File: src/rtl/partoserial_tx_pkg.sv
// partoserial_tx_pkg: symbol constants and state encoding shared by the serial link blocks
package partoserial_tx_pkg;
   localparam logic [7:0] SYM_COMMA = 8'hBC;
   localparam logic [7:0] SYM_IDLE  = 8'h7C;
   typedef enum logic [1:0] {ST_SYNC, ST_IDLE, ST_DATA} tx_state_t;
endpackage

File: src/rtl/partoserial_tx_fifo.sv
// tx_fifo2: two-entry, 8-bit word buffer between the parallel port and the serializer
module tx_fifo2 (
   input  logic       clk_32f,
   input  logic       reset,
   input  logic       push,
   input  logic       pop,
   input  logic [7:0] din,
   output logic [7:0] dout,
   output logic       full,
   output logic       empty
);
   logic [7:0] mem [2];
   logic       wp, rp;
   logic [1:0] cnt;
   logic       do_push, do_pop;
   assign do_push = push & ~full;
   assign do_pop  = pop & ~empty;
   assign full    = cnt == 2'd2;
   assign empty   = cnt == 2'd0;
   assign dout    = mem[rp];
   always_ff @(posedge clk_32f or posedge reset)
      if (reset) begin
         wp  <= 1'b0;
         rp  <= 1'b0;
         cnt <= 2'd0;
      end else begin
         if (do_push) wp <= ~wp;
         if (do_pop) rp <= ~rp;
         cnt <= cnt + {1'b0, do_push} - {1'b0, do_pop};
      end
   always_ff @(posedge clk_32f)
      if (do_push) mem[wp] <= din;
endmodule

File: src/rtl/partoserial_tx.sv
// partoserial_tx: comma preamble, then FIFO words or idle symbols, shifted out MSB first
module partoserial_tx
   import partoserial_tx_pkg::*;
#(
   parameter int COMMA_COUNT = 4
) (
   input  logic       clk_32f,
   input  logic       reset,
   input  logic [7:0] data_in,
   input  logic       valid_in,
   output logic       ready_out,
   output logic       data_out,
   output logic [7:0] sym_out,
   output logic       sync_done
);
   localparam logic [7:0] CC_LAST = 8'(COMMA_COUNT);
   tx_state_t  state;
   logic [7:0] cc, sr, head, next_sym;
   logic [2:0] bit_cnt;
   logic       full, empty, bnd, decide, pop, push;
   assign bnd       = bit_cnt == 3'd7;
   // SYNC hands over to the normal load decision once the trailing 7C has gone out
   assign decide    = state != ST_SYNC || cc == CC_LAST;
   assign pop       = bnd && decide && !empty;
   assign ready_out = ~full & ~reset;
   assign push      = valid_in & ready_out;
   assign data_out  = sr[7];
   assign next_sym  = !decide ? (cc + 8'd1 == CC_LAST ? SYM_IDLE : SYM_COMMA) : empty ? SYM_IDLE : head;
   tx_fifo2 u_fifo (
      .clk_32f(clk_32f),
      .reset  (reset),
      .push   (push),
      .pop    (pop),
      .din    (data_in),
      .dout   (head),
      .full   (full),
      .empty  (empty)
   );
   always_ff @(posedge clk_32f or posedge reset)
      if (reset) begin
         state     <= ST_SYNC;
         cc        <= 8'd0;
         bit_cnt   <= 3'd0;
         sr        <= SYM_COMMA;
         sym_out   <= SYM_COMMA;
         sync_done <= 1'b0;
      end else begin
         bit_cnt <= bit_cnt + 3'd1;
         sr      <= {sr[6:0], 1'b0};
         if (bnd) begin
            sr      <= next_sym;
            sym_out <= next_sym;
            if (!decide) cc <= cc + 8'd1;
            else begin
               state     <= empty ? ST_IDLE : ST_DATA;
               sync_done <= 1'b1;
            end
         end
      end
endmodule

File: config.mk
export PLATFORM = sky130hd
export DESIGN_NAME = partoserial_tx
export DESIGN_NICKNAME = d
export VERILOG_FILES = /design/src/rtl/partoserial_tx_pkg.sv /design/src/rtl/partoserial_tx_fifo.sv /design/src/rtl/partoserial_tx.sv
export SDC_FILE = /design/constraint.sdc
export NUM_CORES = 1
export LEC_CHECK = 0
export ABC_AREA = 1
export CAP_MARGIN = 15
export CORE_MARGIN = 1
export CORE_UTILIZATION = 40
export DETAILED_ROUTE_END_ITERATION = 10
export GPL_ROUTABILITY_DRIVEN = 0
export PLACE_DENSITY = 0.61
export SETUP_SLACK_MARGIN = 0.2
export SLEW_MARGIN = 20
export SYNTH_ARGS = -nofsm -noshare
export SYNTH_HDL_FRONTEND = slang
export SYNTH_SLANG_ARGS = --single-unit
File: constraint.sdc
create_clock -name clk_32f -period 2.5 [get_ports clk_32f]
set_clock_uncertainty 0.2 [all_clocks]
set_input_delay 0.25 -clock clk_32f [delete_from_list [all_inputs] [get_ports clk_32f]]
set_output_delay 0.25 -clock clk_32f [all_outputs]
set_load 0.005 [all_outputs]
==> summary.log <==
INFO  floorplan      floorplan.die_area=5670µm²
INFO  power          p_comb_share=23.8%
INFO  power          powerDensity=878nW/µm²
INFO  timing         timing_worst_slew_pin_value=0.423ns
INFO  global_routing number_of_global_route_vias_before_repair=1248
INFO  global_routing grt_max_degree=35
INFO  timing         finalHoldViolations=0
INFO  cts            cts_resized=0
INFO  timing         relSlewSlack=71.8%
INFO  timing         final.setup.tns=0ns
INFO  synth          postSynthNetCount=220
INFO  synth          postSynthAreaPerCell=10.6µm²
INFO  cts            cts_buffers=5
INFO  synth          yosysTopAreaCellShare=27.9%
INFO  timing         unrepaired_setup_endpoints_after_global_routing=false
INFO  routing        final_antenna_net_count=0
INFO  power          power_frac_seq=53.1%
INFO  routing        detailedRoute.firstIterationViolations=75
INFO  synth          post_synth_edffs=16
INFO  synth          synthMostInstantiatedCell=sky130_fd_sc_hd__nand2_1
INFO  cts            clkSlewWorstSetupHoldPaths=0.09ns
INFO  cts            post_cts_hold_buffer_count=0
INFO  critical_path  critical_path.endpoint_type=register
INFO  layout         post_route_cells_drive_above_1_share=17.2%
INFO  critical_path  r2r-end=u_fifo.cnt[1]
INFO  floorplan      floorplan.core_area=5140µm²
INFO  synth          yosys-top-cells-count=sky130_fd_sc_hd__nand2_1 (64), sky130_fd_sc_hd__dfrtp_1 (24), sky130_fd_sc_hd__edfxtp_1 (16), sky130_fd_sc_hd__inv_1 (16), sky130_fd_sc_hd__nand3_1 (11)
INFO  synth          syn-instance-count=203
INFO  critical_path  critPathArrivalTime=2.11ns
INFO  routing        dr_total_vias=1357
INFO  synth          synth_seq_area_share=62.5%
INFO  synth          syn_area=2150µm²
INFO  cts            cts_root_buffer=sky130_fd_sc_hd__clkbuf_8
INFO  timing         setup_violations=0
INFO  cts            clock_tree.buffer_depth=2
INFO  placed_design  port_buffers=21
INFO  power          clock_power_share=23.1%
INFO  layout         area_growth=19.5%
INFO  cts            htreeDepth=2
INFO  critical_path  critical_path_class=register to register
INFO  cts            cts_tree=built
INFO  timing         timing_limited_maximum_frequency=473MHz
INFO  critical_path  worst_case_register_to_register_setup_slack=0.39ns
INFO  synth          yosys_register_bits=50
INFO  flow_run       max_cap_viol_count=0
INFO  critical_path  critical_path.endpoint=u_fifo.cnt[1]
INFO  layout         fin_nets=249
INFO  timing         post-route-min-period=2.11ns
INFO  floorplan      dieWidth=75.3µm
INFO  placed_design  hpwlAfterDp=2420µm
INFO  power          irDropWorstVdd=0.436mV
INFO  timing         finalMaxSlewViolations=0
INFO  power          cellInternalPower=1640µW
INFO  synth          yosysTopAreaCell=sky130_fd_sc_hd__dfrtp_1
INFO  routing        post_drt_wl_per_cell=11.3µm
INFO  placed_design  place_area=2460µm²
INFO  power          switching_share=27.6%
INFO  floorplan      placementRows=26
INFO  synth          synth_ff_type=sky130_fd_sc_hd__dfrtp_1
INFO  power          net-switching-power=623µW
INFO  cts            numClockSinks=50
INFO  critical_path  worst_path_fanout_max=6
INFO  layout         fin_area=2570µm²
INFO  cts            post_cts_setup_buffers=0
INFO  cts            clock_insertion_delay_worst_skew=0.30ns
INFO  timing         final.hold.worst_slack=0.182ns
INFO  floorplan      ioPinCount=22
INFO  global_routing grt_antenna_before_repair=0
INFO  routing        routed_wirelength=3420µm
INFO  synth          synth_area_leaders=sky130_fd_sc_hd__dfrtp_1 (28%), sky130_fd_sc_hd__edfxtp_1 (22%), sky130_fd_sc_hd__dfstp_2 (12%)
INFO  global_routing grt_first_pass_wirelength=5700µm
INFO  routing        post_drt_via_cell_ratio=4.48
INFO  routing        drc=0
INFO  min_path       min-delay-path-class=primary input to async pin
INFO  critical_path  reg2reg_depth=10
INFO  routing        number_of_iterations_in_the_first_detailed_routing_pass=4
INFO  synth          synth_async_sr_flop_share=68.0%
INFO  critical_path  startpoint=cc[0]
INFO  critical_path  start_kind=register
INFO  global_routing grt-ovfl-total=0
INFO  critical_path  required=2.49ns
INFO  global_routing grt_use_total=13.9%
INFO  floorplan      floorplan.initialDensity=41.8%
INFO  power          cellLeakagePower=0.00118µW
INFO  critical_path  crit-reg2reg-launch=cc[0]
INFO  power          total_power=2260µW
INFO  layout         insertedDiodeCount=0
INFO  timing         period_share=84.5%
INFO  synth          number_of_warnings_printed_during_yosys_synthesis=0
INFO  run_status     result_of_the_run=completed
INFO  synth          synth_cell_types=29
INFO  floorplan      dieHeight=75.3µm
[stage by stage]
| stage | cells | setup slack (ns) | utilization [%] |
|---|---|---|---|
| detailed placement | 295 | 0.400 | 48.0 |
| global placement | 295 | 0.442 | 48.0 |
| floorplan | 203 | 0.494 | - |
| CTS | 303 | 0.366 | 50.0 |
| global route | 303 | 0.250 | 50.0 |
| finish | 303 | 0.387 | 50.0 |
[routing by layer]
metal	global-route usage, %	wire, µm	vias up
met2	21.7	1580	19
met5	0	0	-
li1	-	-	704
met4	5.56	46	0
met3	3.97	95	4
met1	18.3	1700	630
[critical path: stages (launching register included)]
cell and delay [ns]:
sky130_fd_sc_hd__dfrtp_1 0.41, sky130_fd_sc_hd__inv_1 0.10, sky130_fd_sc_hd__ha_1 0.21, sky130_fd_sc_hd__nand4_2 0.11
sky130_fd_sc_hd__nand3_4 0.14, sky130_fd_sc_hd__nand3_4 0.12, sky130_fd_sc_hd__clkinv_2 0.09, sky130_fd_sc_hd__ha_1 0.28
sky130_fd_sc_hd__inv_1 0.04, sky130_fd_sc_hd__ha_1 0.18, sky130_fd_sc_hd__xnor2_1 0.12
[layout make-up]
class | count | area, µm²
Multi-Input combinational cell | 128 | 709
Fill cell | 483 | 2570
Timing Repair Buffer | 25 | 240
Clock buffer | 7 | 97.6
Inverter | 22 | 83.8
Tap cell | 70 | 87.6
Clock inverter | 1 | 8.76
Sequential cell | 50 | 1340
[logic make-up (layout without fill, tap and decap cells)]
| group | count (synthesis) | after routing | synth area share (%) |
|---|---|---|---|
| AND/OR/NAND/NOR | 98 | 98 | 21.8 |
| XOR/XNOR | 9 | 9 | 3.67 |
| adder cells (fa/ha/maj) | 6 | 6 | 3.49 |
| buffers and inverters | 25 | 55 | 4.54 |
| AO/OA/AOI/OAI | 14 | 14 | 3.55 |
| flip-flops | 50 | 50 | 62.5 |
| multiplexers | 1 | 1 | 0.465 |
[how the worst min path moves through the flow]
stage / from / end / cells past startpoint
floorplan: data_in[0] / u_fifo.mem[0][0] / 0
global placement: bit_cnt[0] / bit_cnt[0] / 1
detailed placement: sr[1] / sr[2] / 2
CTS: reset / u_fifo.cnt[1] / 3
global route: reset / u_fifo.cnt[1] / 3
finish: reset / u_fifo.cnt[1] / 3
[flip-flops by register name (all words and copies together) (netlist names)]
register / cells
u_fifo.rp: 1
sync_done: 1
u_fifo.cnt: 2
bit_cnt: 3
sr: 8
cc: 8
u_fifo.wp: 1
u_fifo.mem: 16
state: 2
sym_out: 8
[cell usage in the layout (no fill, tap or decap), drive strengths merged, types with 3 or more instances in the layout]
cell	n
clkdlybuf4s50	21
xnor2	3
edfxtp	16
clkbuf	7
o21ai	9
dfstp	10
clkinv	3
nand2	68
a21oi	4
xor2	6
dfrtp	24
inv	20
nor2	14
ha	6
buf	4
nand3	14
[power groups by stage]
stage / logic [µW] / registers [µW] / clock network, µW
after floorplan: 311 / 1190 / 0
final: 538 / 1200 / 521
after detailed placement: 544 / 1220 / 0
after CTS: 549 / 1200 / 539
after global placement: 543 / 1210 / 0
after global routing: 617 / 1220 / 563
Power figures use the tool's default switching activity.
